## config.mk

```make
export PLATFORM = sky130hd
export DESIGN_NAME = conv_phase_centers_ctrl
export DESIGN_NICKNAME = d
export VERILOG_FILES = /design/src/rtl/conv_phase_centers_ctrl.sv
export SDC_FILE = /design/constraint.sdc
export NUM_CORES = 1
export LEC_CHECK = 0
export ABC_CLOCK_PERIOD_IN_PS = 4710
export CORE_AREA = 4 4 147 107
export DETAILED_ROUTE_END_ITERATION = 8
export DIE_AREA = 0 0 151 111
export PLACE_DENSITY = 0.6
export SYNTH_ARGS = -nofsm -noshare
export SYNTH_HDL_FRONTEND = slang
export SYNTH_SLANG_ARGS = --single-unit
```

## constraint.sdc

```tcl
create_clock -name user_clk -period 4.71 [get_ports user_clk]
set_clock_uncertainty 0.15 [all_clocks]
set_input_delay 0.471 -clock user_clk [delete_from_list [all_inputs] [get_ports user_clk]]
set_output_delay 0.471 -clock user_clk [all_outputs]
set_load 0.01 [all_outputs]
```

## src/rtl/conv_phase_centers_ctrl.sv

```systemverilog
// rtl/conv_phase_centers_ctrl.sv - phase-center table command sequencer
// Decodes toggle-strobed register commands into shadow-bank writes and frame-aligned bank swaps.
module conv_phase_centers_ctrl #(
  parameter int ADDR_W = 8,
  parameter int DATA_W = 16
) (
  input  logic              user_clk,
  input  logic              user_rst_n,
  input  logic [31:0]       reg_data,
  input  logic              frame_sync,
  output logic              tbl_we,
  output logic [ADDR_W:0]   tbl_addr,
  output logic [DATA_W-1:0] tbl_data,
  output logic              active_bank,
  output logic [31:0]       status
);

  typedef enum logic [1:0] {
    S_IDLE,
    S_WRITE,
    S_CLEAR,
    S_SWAP_WAIT
  } state_t;

  localparam logic [1:0]        OP_WRITE  = 2'b00;
  localparam logic [1:0]        OP_COMMIT = 2'b01;
  localparam logic [1:0]        OP_CLEAR  = 2'b10;
  localparam logic [ADDR_W-1:0] CLR_LAST  = '1;
  localparam logic [15:0]       WC_MAX    = 16'hFFFF;

  state_t              state_q, state_d;
  logic [31:0]         d1_q, d2_q;
  logic                last_tog_q, last_tog_d;
  logic                primed_q, primed_d;
  logic                swap_pending_q, swap_pending_d;
  logic                active_bank_q, active_bank_d;
  logic [15:0]         write_count_q, write_count_d;
  logic [ADDR_W-1:0]   clr_addr_q, clr_addr_d;
  logic                tbl_we_q, tbl_we_d;
  logic [ADDR_W:0]     tbl_addr_q, tbl_addr_d;
  logic [DATA_W-1:0]   tbl_data_q, tbl_data_d;

  logic [1:0]          cmd_op;
  logic [ADDR_W-1:0]   cmd_ch;
  logic [DATA_W-1:0]   cmd_val;
  logic [ADDR_W-1:0]   clr_next;
  logic                accept;

  // The capture pipeline keeps sampling through reset so that priming sees the
  // word software left behind, not a reset value that would look like a toggle.
  always_ff @(posedge user_clk) begin
    d1_q <= reg_data;
    d2_q <= d1_q;
  end

  always_comb begin
    cmd_op   = d2_q[30:29];
    cmd_ch   = d2_q[16 +: ADDR_W];
    cmd_val  = d2_q[DATA_W-1:0];
    clr_next = clr_addr_q + 1'b1;
    accept   = primed_q && (state_q == S_IDLE) && (d2_q[31] != last_tog_q) && (d1_q == d2_q);

    state_d        = state_q;
    last_tog_d     = last_tog_q;
    primed_d       = primed_q;
    swap_pending_d = swap_pending_q;
    active_bank_d  = active_bank_q;
    write_count_d  = write_count_q;
    clr_addr_d     = clr_addr_q;
    tbl_we_d       = 1'b0;
    tbl_addr_d     = tbl_addr_q;
    tbl_data_d     = tbl_data_q;

    if (!primed_q) begin
      primed_d   = 1'b1;
      last_tog_d = d2_q[31];
    end

    case (state_q)
      S_IDLE: begin
        if (accept) begin
          last_tog_d = d2_q[31];
          case (cmd_op)
            OP_WRITE: begin
              state_d       = S_WRITE;
              tbl_we_d      = 1'b1;
              tbl_addr_d    = {~active_bank_q, cmd_ch};
              tbl_data_d    = cmd_val;
              write_count_d = (write_count_q == WC_MAX) ? write_count_q : write_count_q + 16'd1;
            end
            OP_COMMIT: begin
              state_d        = S_SWAP_WAIT;
              swap_pending_d = 1'b1;
            end
            OP_CLEAR: begin
              state_d    = S_CLEAR;
              clr_addr_d = '0;
              tbl_we_d   = 1'b1;
              tbl_addr_d = {~active_bank_q, {ADDR_W{1'b0}}};
              tbl_data_d = '0;
            end
            default: ;
          endcase
        end
      end
      S_WRITE: begin
        state_d = S_IDLE;
      end
      S_CLEAR: begin
        // clr_addr_q is the address being driven this cycle
        if (clr_addr_q == CLR_LAST) begin
          state_d       = S_IDLE;
          write_count_d = '0;
        end else begin
          clr_addr_d = clr_next;
          tbl_we_d   = 1'b1;
          tbl_addr_d = {~active_bank_q, clr_next};
          tbl_data_d = '0;
        end
      end
      S_SWAP_WAIT: begin
        if (frame_sync) begin
          state_d        = S_IDLE;
          active_bank_d  = ~active_bank_q;
          swap_pending_d = 1'b0;
          write_count_d  = '0;
        end
      end
      default: state_d = S_IDLE;
    endcase
  end

  always_ff @(posedge user_clk or negedge user_rst_n) begin
    if (!user_rst_n) begin
      state_q        <= S_IDLE;
      last_tog_q     <= 1'b0;
      primed_q       <= 1'b0;
      swap_pending_q <= 1'b0;
      active_bank_q  <= 1'b0;
      write_count_q  <= '0;
      clr_addr_q     <= '0;
      tbl_we_q       <= 1'b0;
      tbl_addr_q     <= '0;
      tbl_data_q     <= '0;
    end else begin
      state_q        <= state_d;
      last_tog_q     <= last_tog_d;
      primed_q       <= primed_d;
      swap_pending_q <= swap_pending_d;
      active_bank_q  <= active_bank_d;
      write_count_q  <= write_count_d;
      clr_addr_q     <= clr_addr_d;
      tbl_we_q       <= tbl_we_d;
      tbl_addr_q     <= tbl_addr_d;
      tbl_data_q     <= tbl_data_d;
    end
  end

  assign tbl_we      = tbl_we_q;
  assign tbl_addr    = tbl_addr_q;
  assign tbl_data    = tbl_data_q;
  assign active_bank = active_bank_q;
  assign status      = {(state_q != S_IDLE), swap_pending_q, active_bank_q, primed_q, 12'd0, write_count_q};

endmodule

```

# After elaboration in Yosys (flattened, before gate mapping)
# Index checks and enable logic that the tools add are counted.
# W data, S select, Z words.
[op_classes] add_sub_neg=2 eq_ne=19 n_mux=34 n_bitwise=1 reduce_logical=16
[ops] cell="$mux W16" count=7
[ops] cell="$pmux W16 S2" count=2
[ops] cell="$pmux W16 S3" count=1
[ops] cell="$pmux W9 S2" count=2
[ops] cell="$eq A32 B32 Y1" count=1
[ops] cell="$mux W8" count=3
[ops] cell="$mux W9" count=2
[ops] cell="$add A16 B1 Y16 const B" count=1
[ops] cell="$eq A16 B16 Y1 const B" count=1
[ops] cell="$pmux W8 S2" count=1
[ops] cell="$reduce_and A4 Y1" count=4
[ops] cell="$ne A2 B2 Y1 const B" count=5
[ops] cell="$mux W1" count=9
[ops] cell="$add A8 B1 Y8 const B" count=1
[ops] cell="$eq A8 B8 Y1 const B" count=1
[ops] cell="$pmux W2 S4" count=1
[ops] cell="$eq A2 B2 Y1 const B" count=3
[ops] cell="$mux W2" count=3
[ops] cell="$ne A2 B1 Y1 const B" count=3
[ops] cell="$pmux W2 S3" count=1
[ops] cell="$reduce_and A6 Y1" count=1
[ops] cell="$reduce_bool A2 Y1" count=3
[ops] cell="$eq A2 B1 Y1 const B" count=2
[ops] cell="$logic_not A2 Y1" count=2
[ops] cell="9 further kinds" count=12
[word_totals] reg_bits=120 in_bits=35 out_inout_bits=59 word_cells=84

# Logic depth before layout (Yosys ltp)
[logic_depth] word_depth=6 depth_mapped=10 mapped_depth_nobuf=7

# Worst setup path after synthesis
# OpenSTA, ideal clock, no wires.
[synth_timing] path_type="register -> register" startpoint="register write_count_q[0]" endpoint="register write_count_q[11]" setup_time_ns=0.092 arrival_time_ns=2.434 required_time_ns=4.468 path_slack_ns=2.034 path_stages_with_launch=11 path_buffers=3 synth_period_minus_slack_ns=2.676 cell_sequence="dfrtp_1 ha_1 and3_1 and3_1 clkbuf_1 a31oi_1 a41oi_4 or3_1 buf_2 buf_6 o31ai_2"
[synth_between] elab_chain_cells=5 word_cells_on_any_way=8 cone_classes="add/sub: 1; eq/ne: 2; mux: 4; reduce/logical: 1"
[synth_rtl] element="start, declared" line="37" source="logic [15:0] write_count_q, write_count_d;"
[synth_rtl] element="start signal, assigned" line="151" source="write_count_q <= write_count_d;"
[synth_rtl] element="$add A16 B1 Y16" line="89" source="write_count_d = (write_count_q == WC_MAX) ? write_count_q : write_count_q + 16'd1;"
[synth_rtl] element="$mux W16" line="89"
[synth_rtl] element="$mux W16" line="83" source="case (cmd_op)"
[synth_rtl] element="$mux W16" line="81" source="if (accept) begin"
[synth_rtl] element="$pmux W16 S3" line="79" source="case (state_q)"
# Parallel ways exist; a longest one is shown, timed or not. The select of a mux whose other input is x is not followed.
# A chain may end at the register's enable or synchronous reset.

# Worst setup path in the final report
[layout_timing] startpoint="register state_q[0]" endpoint="register tbl_addr_q[0] (netlist: tbl_addr[0])"
[layout_between] elab_chain_cells=6 word_cells_on_any_way=11 cone_classes="eq/ne: 4; mux: 1; reduce/logical: 6"
[layout_rtl] element="start, declared" line="31" source="state_t state_q, state_d;"
[layout_rtl] element="start signal, assigned" line="146" source="state_q <= state_d;"
[layout_rtl] element="$logic_not A2 Y1" line="61, 79"
[layout_rtl] element="$logic_and A1 B1 Y1 (3 in a row)" line="61" source="accept = primed_q && (state_q == S_IDLE) && (d2_q[31] != last_tog_q) && (d1_q == d2_q);"
[layout_rtl] element="$ne A2 B2 Y1 (no source line)"
[layout_rtl] element="$reduce_and A4 Y1 (no source line)"
[layout_rtl] element="end signal, assigned" line="154" source="tbl_addr_q <= tbl_addr_d;"
[layout_rtl] element="end, declared" line="40" source="logic [ADDR_W:0] tbl_addr_q, tbl_addr_d;"
# Parallel ways exist; a longest one is shown, timed or not.

==> results.ini <==
[layout]
seq_area_sq_um = 2683
syn2layout_area_growth_pct = 29.87
nFillCells = 1385
layout.nets = 572
n_antenna_cell = 0
drive_gt1_share_pct = 9.797
final_cell_count_no_fill = 736
final_common_cell = clkdlybuf4s50_1
final_cell_mix = clkdlybuf4s50_1, dfxtp_1, dfrtp_1, nand2_1, xor2_1
multi_input_area_sq_um = 1952

[worst_setup_path]
reg2reg_from = state_q[0]$_DFFE_PN0P_
crit_type = reg2reg
cpPeakStageDelay_ns = 0.64
critPathMaxFanout = 14
setup.worst_path.end_class = flip-flop
endpoint = tbl_addr[0]$_DFFE_PN0P_
r2r_end = tbl_addr[0]$_DFFE_PN0P_
startpoint_type = flip-flop
cp_common_cell = inv_1
cp-startpoint = state_q[0]$_DFFE_PN0P_
worstPathRequired_ns = 4.84
crit_slowest_cell = a221o_1
rrSetupSlack_ns = 1.36
ff2ff_path_depth = 7
arrival_ns = 3.49
worstPathCellList = inv_1 > ha_1 > inv_1 > nor3_1 > a221o_1 > buf_4 > mux2_2

[clock_network]
h-tree-depth = 4
cts_max_path_buffers = 2
cts_resized = 0
path_clk_slew_ns = 0.06
hold_buffers = 0
clockRootBuffer = clkbuf_16
cts_buffers = 17
cts_tree = yes
cts_setup_buffers = 0
clkLatencyLatePin_ns = 0.41
cts.sinks = 120

[place]
port_buffers = 81
routabilityCongestion = 0.8849
dp_cells = 704
dp_hpwl_um = 8158
pre_cts_ws_ns = 1.398

[detailed_routing]
drt_pass1_iterations = 4
drtIter0Drc = 241
via_per_inst = 4.762
postRouteAntennaNets = 0
drc = 0
wirelength_um = 11230
wl_per_cell_um = 15.25
num_vias = 3505

[hold_path]
hold_path.class = in2async

[timing]
slew_violations = 0
fmax_mhz = 298.1
setup_violations = 0
period_needed_ns = 3.355
worst_slack_ns = 1.355
finalSetupTns_ns = 0
final-hold-violation-count = 0
worstMarginPinSlew_ns = 0.7654
fin_crit_sh_pct = 71.22
slew_headroom_pct = 48.50
grt_setup_unrepaired = false

[die]
fp.dieW_um = 151
core_sq_um = 14350
die_h_um = 111
rows = 37
start_util_pct = 34.27
die_area_sq_um = 16760
pin_count = 94

[grt]
grt_pass1_vias = 3570
grt_pass1_wl_um = 18510
overflow = 0
antenna_found_initial = 0
grt_usage_pct = 13.95
grt_start_max_net_pins = 57

[yosys]
syn_area_per_cell_sq_um = 10.95
async_flop_share_pct = 46.67
synth_edf_count = 0
syn_area_sq_um = 4918
synth-seq-cells = 120
yosys_warnings = 0
synthCells = 449
seq_area_frac_synth_pct = 54.54
synth.distinct_cells = 50
synth_ff_type = dfxtp_1

[run]
cap_violations = 0

[pwr]
power.density_nw_per_um2 = 374.5
total_power_mw = 2.392
leakage_nw = 2.787
ir_drop_uv = 239.0

[run_status]
status = finished clean

[routing by layer]
layer  vias to the layer above  global-route usage [%]  wire (um)
met5                         -                       0          0
met4                         0                   4.348        123
met3                        14                   4.087        664
met2                       119                   20.72       5063
met1                      1677                   19.53       5375
li1                       1695                       -          -
[sequential cells by signal (all words and copies together) (netlist names)]
name	count
d2_q	32
tbl_we	1
primed_q	1
active_bank	1
clr_addr_q	8
tbl_addr	9
swap_pending_q	1
state_q	2
write_count_q	16
d1_q	32
last_tog_q	1
tbl_data	16
[final cells by class]
type / instances / area share, %
tap: 195 / 3.820
multi-input combinational: 276 / 30.56
clock inverter: 9 / 0.9598
clock buffer: 23 / 7.992
timing repair buffer: 84 / 12.97
inverter: 29 / 1.704
sequential: 120 / 42.00
[report_power, final]
group          leakage, nW  internal, mW  switching (mW)
clock                0.284         0.764           0.459
sequential            1.31          1.05          0.0212
combinational         1.19        0.0485          0.0451
total                 2.79          1.87           0.525
[worst min path at each step]
stage	end	slack, ns	depth (start not counted)
after floorplan	active_bank$_DFFE_PN0P_	0.03	0
after global placement	d2_q[6]$_DFF_P_	0.20	0
after detailed placement	d2_q[21]$_DFF_P_	0.21	0
after CTS	write_count_q[0]$_DFFE_PN0P_	0.08	2
after global routing	write_count_q[11]$_DFFE_PN0P_	0.11	2
final	write_count_q[11]$_DFFE_PN0P_	0.04	2
[critical path: cells and delay by family (launching register included)]
kind	cells	cell delay (ns)
compound gates	1	0.64
flops	1	0.38
mux	1	0.37
buf+inv	3	0.82
fa+ha+maj	1	0.43
simple gates	1	0.44
[cell usage after synthesis (all sizes together), types with 2 or more instances]
library cell / number / area share, %
a31oi: 7 / 0.89
nor4: 6 / 0.76
and4: 2 / 0.36
a2bb2oi: 3 / 0.53
dfrtp: 56 / 28
nand3: 16 / 1.6
a41oi: 3 / 0.92
inv: 29 / 2.2
nand4: 4 / 0.51
xnor2: 7 / 1.2
o21ai: 16 / 1.6
mux2i: 19 / 3.9
o31ai: 25 / 4.3
conb: 2 / 0.15
nand2: 38 / 2.9
nor3: 6 / 0.61
mux2: 9 / 2.2
buf: 26 / 3.7
ha: 9 / 2.3
xor2: 31 / 5.5
and3: 8 / 1.0
o22ai: 4 / 0.51
clkbuf: 9 / 0.69
o41ai: 5 / 1.0
nor2: 15 / 1.1
dfxtp: 64 / 26
or4: 2 / 0.31
a21oi: 6 / 0.61
and2: 3 / 0.38
nand2b: 5 / 0.79
or3: 2 / 0.25
a21boi: 2 / 0.31
[through the flow]
stage          util, %  hold slack [ns]  area [sq um]
3_5_place_dp     40.52           0.2070          5816
3_3_place_gp     40.52           0.2030          5816
5_1_grt          44.51           0.1130          6387
6_report         44.51          0.03909          6387
2_1_floorplan        -          0.02541          4960
4_1_cts          44.51          0.07918          6387
[logic make-up after synthesis]
kind of cell	after synthesis	share of synthesized area (%)
muxes	28	6.080
AOI/OAI and AO/OA	77	12.26
xor gates and xnor gates	38	6.767
DFF	120	54.54
buffers and inverters	64	6.614
other	2	0.1527
adders and majority gates	9	2.290
and+or+nand+nor	111	11.29
No activity file was read; power rests on OpenSTA's default activity.
